<file path="config.mk">
export PLATFORM = sky130hd
export DESIGN_NAME = guess_game_ctrl
export DESIGN_NICKNAME = d
export VERILOG_FILES = /design/src/rtl/guess_game_ctrl.sv
export SDC_FILE = /design/constraint.sdc
export NUM_CORES = 1
export LEC_CHECK = 0
export ABC_AREA = 1
export CAP_MARGIN = 10
export CORE_MARGIN = 5
export CORE_UTILIZATION = 60
export DETAILED_ROUTE_END_ITERATION = 16
export DONT_BUFFER_PORTS = 1
export GPL_ROUTABILITY_DRIVEN = 0
export GPL_TIMING_DRIVEN = 0
export PLACE_DENSITY = 0.82
export SYNTH_ARGS = -nofsm -noshare
export SYNTH_HDL_FRONTEND = slang
export SYNTH_SLANG_ARGS = --single-unit
</file>
<file path="constraint.sdc">
create_clock -name clk -period 13.4 [get_ports clk]
set_clock_uncertainty 0.1 [all_clocks]
set_input_delay 2.01 -clock clk [delete_from_list [all_inputs] [get_ports clk]]
set_output_delay 2.01 -clock clk [all_outputs]
set_load 0.005 [all_outputs]
</file>
<file path="src/rtl/guess_game_ctrl.sv">
// Game-level sequencer for the guess FSM: conditions the raw buttons,
// paces the FSM with a level-dependent step enable, and keeps score.
module guess_game_ctrl #(
   parameter int TICK_BASE = 25_000_000,
   parameter int TICK_STEP = 2_500_000,
   parameter int MAX_LEVEL = 7,
   parameter int DB_CYCLES = 500_000,
   parameter int LIVES     = 3
) (
   input  logic       clk,
   input  logic       reset,
   input  logic [3:0] btn_raw,
   input  logic       start_raw,
   input  logic       fsm_win,
   input  logic       fsm_lose,
   output logic       fsm_en,
   output logic       fsm_reset,
   output logic [3:0] b_clean,
   output logic [2:0] level,
   output logic [7:0] wins,
   output logic [1:0] lives,
   output logic       game_over
);

   // Widths: prescaler spans the longest period, debounce counter spans DB_CYCLES.
   localparam int PW  = (TICK_BASE > 1) ? $clog2(TICK_BASE) : 1;
   localparam int DW  = (DB_CYCLES > 1) ? $clog2(DB_CYCLES) : 1;
   localparam int NIN = 5;  // four guess buttons plus start

   localparam logic [DW-1:0] DB_LAST   = DW'(DB_CYCLES - 1);
   localparam logic [2:0]    LEVEL_TOP = 3'(MAX_LEVEL);
   localparam logic [1:0]    LIVES_INI = 2'(LIVES);

   typedef enum logic [2:0] {
      IDLE,
      PLAY,
      WIN_HOLD,
      LOSE_HOLD,
      OVER
   } state_t;

   // ------------------------------------------------------------------
   // Input conditioning
   // ------------------------------------------------------------------
   logic [NIN-1:0] raw_in;
   logic [NIN-1:0] sync1_reg;
   logic [NIN-1:0] sync2_reg;
   logic [NIN-1:0] db_reg;

   assign raw_in = {start_raw, btn_raw};

   // Two-flop synchronizer for every raw input bit.
   always_ff @(posedge clk or posedge reset) begin
      if (reset) begin
         sync1_reg <= '0;
         sync2_reg <= '0;
      end else begin
         sync1_reg <= raw_in;
         sync2_reg <= sync1_reg;
      end
   end

   // Per-bit debouncer: the clean value only follows the synced value once
   // it has disagreed for DB_CYCLES consecutive cycles.
   genvar gi;
   generate
      for (gi = 0; gi < NIN; gi++) begin : g_db
         logic [DW-1:0] cnt_reg;

         // Stability counter and debounced flop for one input bit.
         always_ff @(posedge clk or posedge reset) begin
            if (reset) begin
               cnt_reg    <= '0;
               db_reg[gi] <= 1'b0;
            end else if (sync2_reg[gi] == db_reg[gi]) begin
               cnt_reg <= '0;
            end else if (cnt_reg == DB_LAST) begin
               cnt_reg    <= '0;
               db_reg[gi] <= ~db_reg[gi];
            end else begin
               cnt_reg <= cnt_reg + 1'b1;
            end
         end
      end
   endgenerate

   assign b_clean = db_reg[3:0];

   // ------------------------------------------------------------------
   // Edge detection
   // ------------------------------------------------------------------
   logic start_prev_reg;
   logic win_prev_reg;
   logic lose_prev_reg;
   logic start_pulse;
   logic win_rise;
   logic lose_rise;

   // Previous-value registers for the start button and the FSM flags.
   always_ff @(posedge clk or posedge reset) begin
      if (reset) begin
         start_prev_reg <= 1'b0;
         win_prev_reg   <= 1'b0;
         lose_prev_reg  <= 1'b0;
      end else begin
         start_prev_reg <= db_reg[4];
         win_prev_reg   <= fsm_win;
         lose_prev_reg  <= fsm_lose;
      end
   end

   assign start_pulse = db_reg[4] & ~start_prev_reg;
   assign win_rise    = fsm_win & ~win_prev_reg;
   assign lose_rise   = fsm_lose & ~lose_prev_reg;

   // ------------------------------------------------------------------
   // Game state and scoring
   // ------------------------------------------------------------------
   state_t        state_reg,  state_next;
   logic [2:0]    level_reg,  level_next;
   logic [7:0]    wins_reg,   wins_next;
   logic [1:0]    lives_reg,  lives_next;
   logic [PW-1:0] presc_reg,  presc_next;
   logic          fsm_reset_reg;

   logic [31:0]   period;
   logic          presc_hit;
   logic          counting;

   // Step period shrinks with level; >= keeps a mid-count shortening safe.
   assign period    = 32'(TICK_BASE) - (32'(level_reg) * 32'(TICK_STEP));
   assign presc_hit = (32'(presc_reg) >= (period - 32'd1));
   assign counting  = (state_reg == PLAY) || (state_reg == WIN_HOLD) ||
                      (state_reg == LOSE_HOLD);

   // State, score and prescaler registers.
   always_ff @(posedge clk or posedge reset) begin
      if (reset) begin
         state_reg <= IDLE;
         level_reg <= '0;
         wins_reg  <= '0;
         lives_reg <= '0;
         presc_reg <= '0;
      end else begin
         state_reg <= state_next;
         level_reg <= level_next;
         wins_reg  <= wins_next;
         lives_reg <= lives_next;
         presc_reg <= presc_next;
      end
   end

   // The guess FSM is held in reset while no game is running; registered so
   // it releases one cycle after play starts.
   always_ff @(posedge clk or posedge reset) begin
      if (reset) begin
         fsm_reset_reg <= 1'b1;
      end else begin
         fsm_reset_reg <= (state_reg == IDLE) || (state_reg == OVER);
      end
   end

   // Next-state, scoring and step-enable logic.
   always_comb begin
      state_next = state_reg;
      level_next = level_reg;
      wins_next  = wins_reg;
      lives_next = lives_reg;
      presc_next = presc_reg;
      fsm_en     = 1'b0;

      if (counting) begin
         if (presc_hit) begin
            fsm_en     = 1'b1;
            presc_next = '0;
         end else begin
            presc_next = presc_reg + 1'b1;
         end
      end

      case (state_reg)
         IDLE, OVER: begin
            // Score is frozen for display; a new start reloads everything.
            presc_next = '0;
            if (start_pulse) begin
               state_next = PLAY;
               lives_next = LIVES_INI;
               level_next = '0;
               wins_next  = '0;
            end
         end

         PLAY: begin
            if (win_rise) begin
               if (wins_reg != 8'hFF) begin
                  wins_next = wins_reg + 8'd1;
               end
               if (level_reg < LEVEL_TOP) begin
                  level_next = level_reg + 3'd1;
               end
               state_next = WIN_HOLD;
            end else if (lose_rise) begin
               lives_next = lives_reg - 2'd1;
               if (lives_reg <= 2'd1) begin
                  lives_next = '0;
                  state_next = OVER;
               end else begin
                  state_next = LOSE_HOLD;
               end
            end
         end

         WIN_HOLD, LOSE_HOLD: begin
            // Wait for the FSM to drop both flags before scoring again.
            if (!fsm_win && !fsm_lose) begin
               state_next = PLAY;
            end
         end

         default: begin
            state_next = IDLE;
         end
      endcase
   end

   assign fsm_reset = fsm_reset_reg;
   assign level     = level_reg;
   assign wins      = wins_reg;
   assign lives     = lives_reg;
   assign game_over = (state_reg == OVER);

endmodule

</file>
Word-level counts from Yosys, hierarchy flattened
Index checks and enable logic that the tools add are counted.
{"block": "totals", "regBits": 155, "in_bits": 9, "out_inout_bits": 20, "word_cells": 129}
{"block": "op_classes", "add_sub_neg": 11, "n_mul": 1, "order_cmp": 3, "eq_ne": 23, "muxes": 34, "n_bitwise": 16, "n_reduce_logical": 20}
{"op": "$mux 19", "count": 10}
{"op": "$add 19x1->19 const B", "count": 5}
{"op": "$eq 19x19->1 const B", "count": 5}
{"op": "$mux 25", "count": 3}
{"op": "$ge 25x32->1", "count": 1}
{"op": "$sub 26x2->27 const B", "count": 1}
{"op": "$sub 25x25->26 const A", "count": 1}
{"op": "$add 25x1->25 const B", "count": 1}
{"op": "$mux 3", "count": 8}
{"op": "$mux 8", "count": 3}
{"op": "$mul 3x17->20 const B", "count": 1}
{"op": "$pmux 8 s2", "count": 1}
{"op": "$not 1->1", "count": 13}
{"op": "$reduce_and 4->1", "count": 3}
{"op": "$ne 2x2->1 const B", "count": 5}
{"op": "$reduce_and 2->1", "count": 5}
{"op": "$pmux 3 s3", "count": 1}
{"op": "$add 8x1->8 const B", "count": 1}
{"op": "$mux 2", "count": 4}
{"op": "$ne 8x8->1 const B", "count": 1}
{"op": "$eq 3x2->1 const B", "count": 2}
{"op": "$pmux 3 s2", "count": 1}
{"op": "$eq 1x1->1", "count": 5}
{"op": "$ne 2x1->1 const B", "count": 2}
{"op": "17 further kinds", "count": 25}

Depth between registers and ports, before layout
{"block": "logic_depth", "ltp_word": 7, "depth_mapped": 33, "ltp_nobuf": 31}

Worst setup path before layout
Ideal clock, no wire load.
{"block": "synth_timing", "path_kind": "register -> output", "startpoint": "register level_reg[0], in the netlist level[0]", "endpoint": "output port fsm_en", "arrival_time_ps": 4293, "t_required_ps": 11290, "slack_ps": 6997, "path_stages_with_launch": 27, "n_path_buf": 2, "cell_sequence": "dfrtp_1 buf_6 clkinv_1 ha_1 ha_1 inv_1 fa_1 nand4_1 nand2_1 nand3_1 nor2_1 nand2_2 nor2_2 nand2_2 nor2_4 nand3_2 nor2_1 nor2_1 ha_1 a21oi_1 o21ai_0 a21oi_1 a2bb2oi_2 nand2_2 inv_4 buf_6 nor2_1"}
{"block": "synth_between", "elab_chain_cells": 6}
{"element": "start, declared", "line": "120", "text": "logic [2:0] level_reg, level_next;"}
{"element": "start signal, assigned", "line": "146", "text": "level_reg <= level_next;"}
{"element": "$mul 3x17->20", "line": "131", "text": "assign period = 32'(TICK_BASE) - (32'(level_reg) * 32'(TICK_STEP));"}
{"element": "$sub 25x25->26", "line": "131"}
{"element": "$sub 26x2->27", "line": "132", "text": "assign presc_hit = (32'(presc_reg) >= (period - 32'd1));"}
{"element": "$ge 25x32->1", "line": "132"}
{"element": "$mux 1", "line": "173", "text": "if (presc_hit) begin"}
{"element": "$mux 1", "line": "172", "text": "if (counting) begin"}
{"element": "end, declared", "line": "16", "text": "output logic fsm_en,"}
No other way between the ends.

Worst setup path after layout
Ends and elaborated chain as after synthesis.

==> run metrics <==
FF+latch count, synth 155; Logic pwr share 2.5%; relative slew slack 58.8%; core area 0.0152 sq mm; period utilization 58.6%; number of flip-flops under the largest register name 95; CP Class flop to output pin; slowest CP cell dfrtp_1; P_sw 0.206 mW; share of the synthesized area in the top cell type 41.5%; clock group share of total power 48.2%; final setup violation count 0; die area 0.0181 sq mm; initial antenna violation count 0; setup TNS 0 ns; Synth Area in Compound Gates 9.63%; drt drc 0; Top delay family on crit path simple AND/OR/NAND/NOR gates; CTS Hold Bufs 0; Slew @ Worst Pin 0.617 ns; detailed-route wire length 18.6 mm; share of post-route cells with drive strength above 1 9.01%; initial drt markers 540; number of core rows 45; Max Freq 127 MHz; cell taking the most area after synthesis dfrtp_1; post-DP HPWL 13.6 mm; DP Cell Count 1366; fin. max-slew vios 0; status complete, no violations; Starting Density 61.0%; Post-CTS Setup Bufs 0; CP peak stage delay 0.64 ns; Netlist cell types 55; Final Core Density 66.6%; CTS resizes 0; die height 134 microns; Power Internal 0.762 mW; critical path required time 11.29 ns; Synth Area in Adders 5.96%; Num CTS Buffers 17; CP arrival 5.74 ns; P&R area growth vs syn 9.14%; Power, Total 0.968 mW; area of the mapped netlist 0.00928 sq mm; clk slew on worst S/H paths 0.06 ns; CP dominant cell by count nand4_1; pin count of the biggest net entering global routing 87; Seq/Total Area, Yosys 41.8%; Max Fanout on Critical Path 10; worst path bufs/invs 7; XOR/XNOR share of the synthesized area 5.18%; simple-gate share of the synthesized area 29.0%; leakage power 4.59 nW; All-Layer GR Usage 21.6%; YS warnings 0; Mapped Nets 1229; RSZ-0062 raised after global routing no; H-tree Lvls 4; vias per std cell 5.53; largest family of logic cells by synthesized area simple AND/OR/NAND/NOR gates; crit-path cells buf_6 -> clkinv_1 -> ha_1 -> ha_1 -> inv_1 -> fa_1 -> nand4_1 -> nand2_1 -> inv_1 -> nor3_1 -> nand4_1 -> xor2_1 -> inv_1 -> ha_1 -> nand4_1 -> nor3_1 -> nand2_1 -> o2111ai_1 -> nand4_1 -> nand2_2 -> inv_4 -> buf_6 -> nor2_1; first-pass detailed-route iteration total 6; # fillers 1207; Port Buffers 0; Num Clock Sinks 155; power density over the cells 95.6 mW/mm^2; area of the multi-input gates 0.00468 sq mm; wire per inst 13.3 microns; Mapped Avg Cell Area 7.88 sq um; post-synthesis mux area share 0.607%; Nets 1249; Hold Fails Final Rpt 0; Crit. End Element output pin; maximum VDD drop 84.4 uV; Via Count 7733; Finished Layout Cells 1398; ant diodes 0; top-level port count 29; clk_lat worst skew 0.42 ns; sw frac 21.2%; class of the worst hold path flop to flop; vias in the first global route 7227; Antenna Nets Post-Route 0; most area-consuming cells after synthesis dfrtp_1, nand2_1, inv_1, nor2_1, ha_1; GRT overflow 0; Die Width 134 microns; sequential group share of total power 49.3%; Min Clock Period, post-route 7.85 ns; CTS tree built; MaxCap Viol Count 0; CP Launch Type flop; first-pass GRT wire length 32.6 mm; Gate Count Post-Synth 1177; root buffer cell clkbuf_16; clock buffer depth 2; register area 0.00388 sq mm
==> cell type report <==
cell class	instances	area share (%)
timing repair buffer	1	0.272
tap	188	2.32
clock inverter	11	1.19
buffer	13	0.778
clock buffer	21	4.55
inverter	171	6.41
multi-input combinational	838	46.2
sequential	155	38.3
==> placed cells by master (no fill, tap or decap), drive strengths merged, types with 3 or more instances in the layout <==
cell type	n
a211oi	3
a21oi	66
and3	3
buf	7
clkbuf	28
clkinv	7
clkinvlp	3
dfrtp	154
ha	41
inv	170
mux2	5
nand2	232
nand3	68
nand4	34
nor2	153
nor3	55
nor3b	9
nor4	19
o21a	8
o21ai	59
o21bai	5
o22ai	5
or2	4
xnor2	15
xor2	39
==> path summary, 6_finish.rpt <==
check,startpoint,end,slack [ns],cells after the start
setup reg to reg,level[0],presc_reg[7],7.92,24
hold / removal,sync1_reg[4],sync2_reg[4],0.25,0
hold reg to reg,sync1_reg[4],sync2_reg[4],0.25,0
min in group asynchronous,reset,sync1_reg[2],1.43,1
setup / recovery,level[0],fsm_en,5.55,23
max in group asynchronous,reset,fsm_reset,10.92,2
==> kinds of logic (layout without fill, tap and decap cells) <==
family,count (synthesis),count (layout)
fa+ha+maj,43,43
simple gates,580,580
flops,155,155
mux,5,5
xor+xnor,54,54
buf+inv,184,217
compound gates,156,156
==> cells in the mapped netlist, drive strengths merged <==
cell,instances
a211oi,3
a21oi,66
a221oi,1
a2bb2oi,1
a31oi,2
and2,1
and3,3
buf,6
clkbuf,7
clkinv,1
dfrtp,154
dfstp,1
fa,2
ha,41
inv,170
mux2,5
nand2,232
nand3,68
nand3b,2
nand4,34
nor2,153
nor3,55
nor3b,9
nor4,19
o2111ai,1
o211ai,2
o21a,8
o21ai,59
o21bai,5
o221a,1
o22ai,5
o31ai,1
o41ai,1
or2,4
xnor2,15
xor2,39
==> routing by layer <==
layer	wire [microns]	track usage [%]
met1	8570	29.6
met4	395	7.69
met2	8900	35.0
met3	707	3.41
met5	0	0
==> power by group through the flow <==
stage                     Sequential, mW  Combinational (mW)  Clock, mW
after floorplan                    0.485              0.0182          0
after global placement             0.486              0.0231          0
after detailed placement           0.486              0.0248          0
after CTS                          0.477              0.0249      0.474
after global routing               0.478              0.0284      0.496
final                              0.477              0.0240      0.467
==> per-stage QoR <==
stage	worst slack, ns	hold WS (ns)	area (sq um)
after CTS	5.49	0.253	10100
after detailed placement	5.99	0.240	9550
after global placement	5.56	0.232	9510
after floorplan	7.00	0.231	9280
final	5.55	0.251	10100
after global routing	5.10	0.269	10100
(Power assumes the default switching activity.)
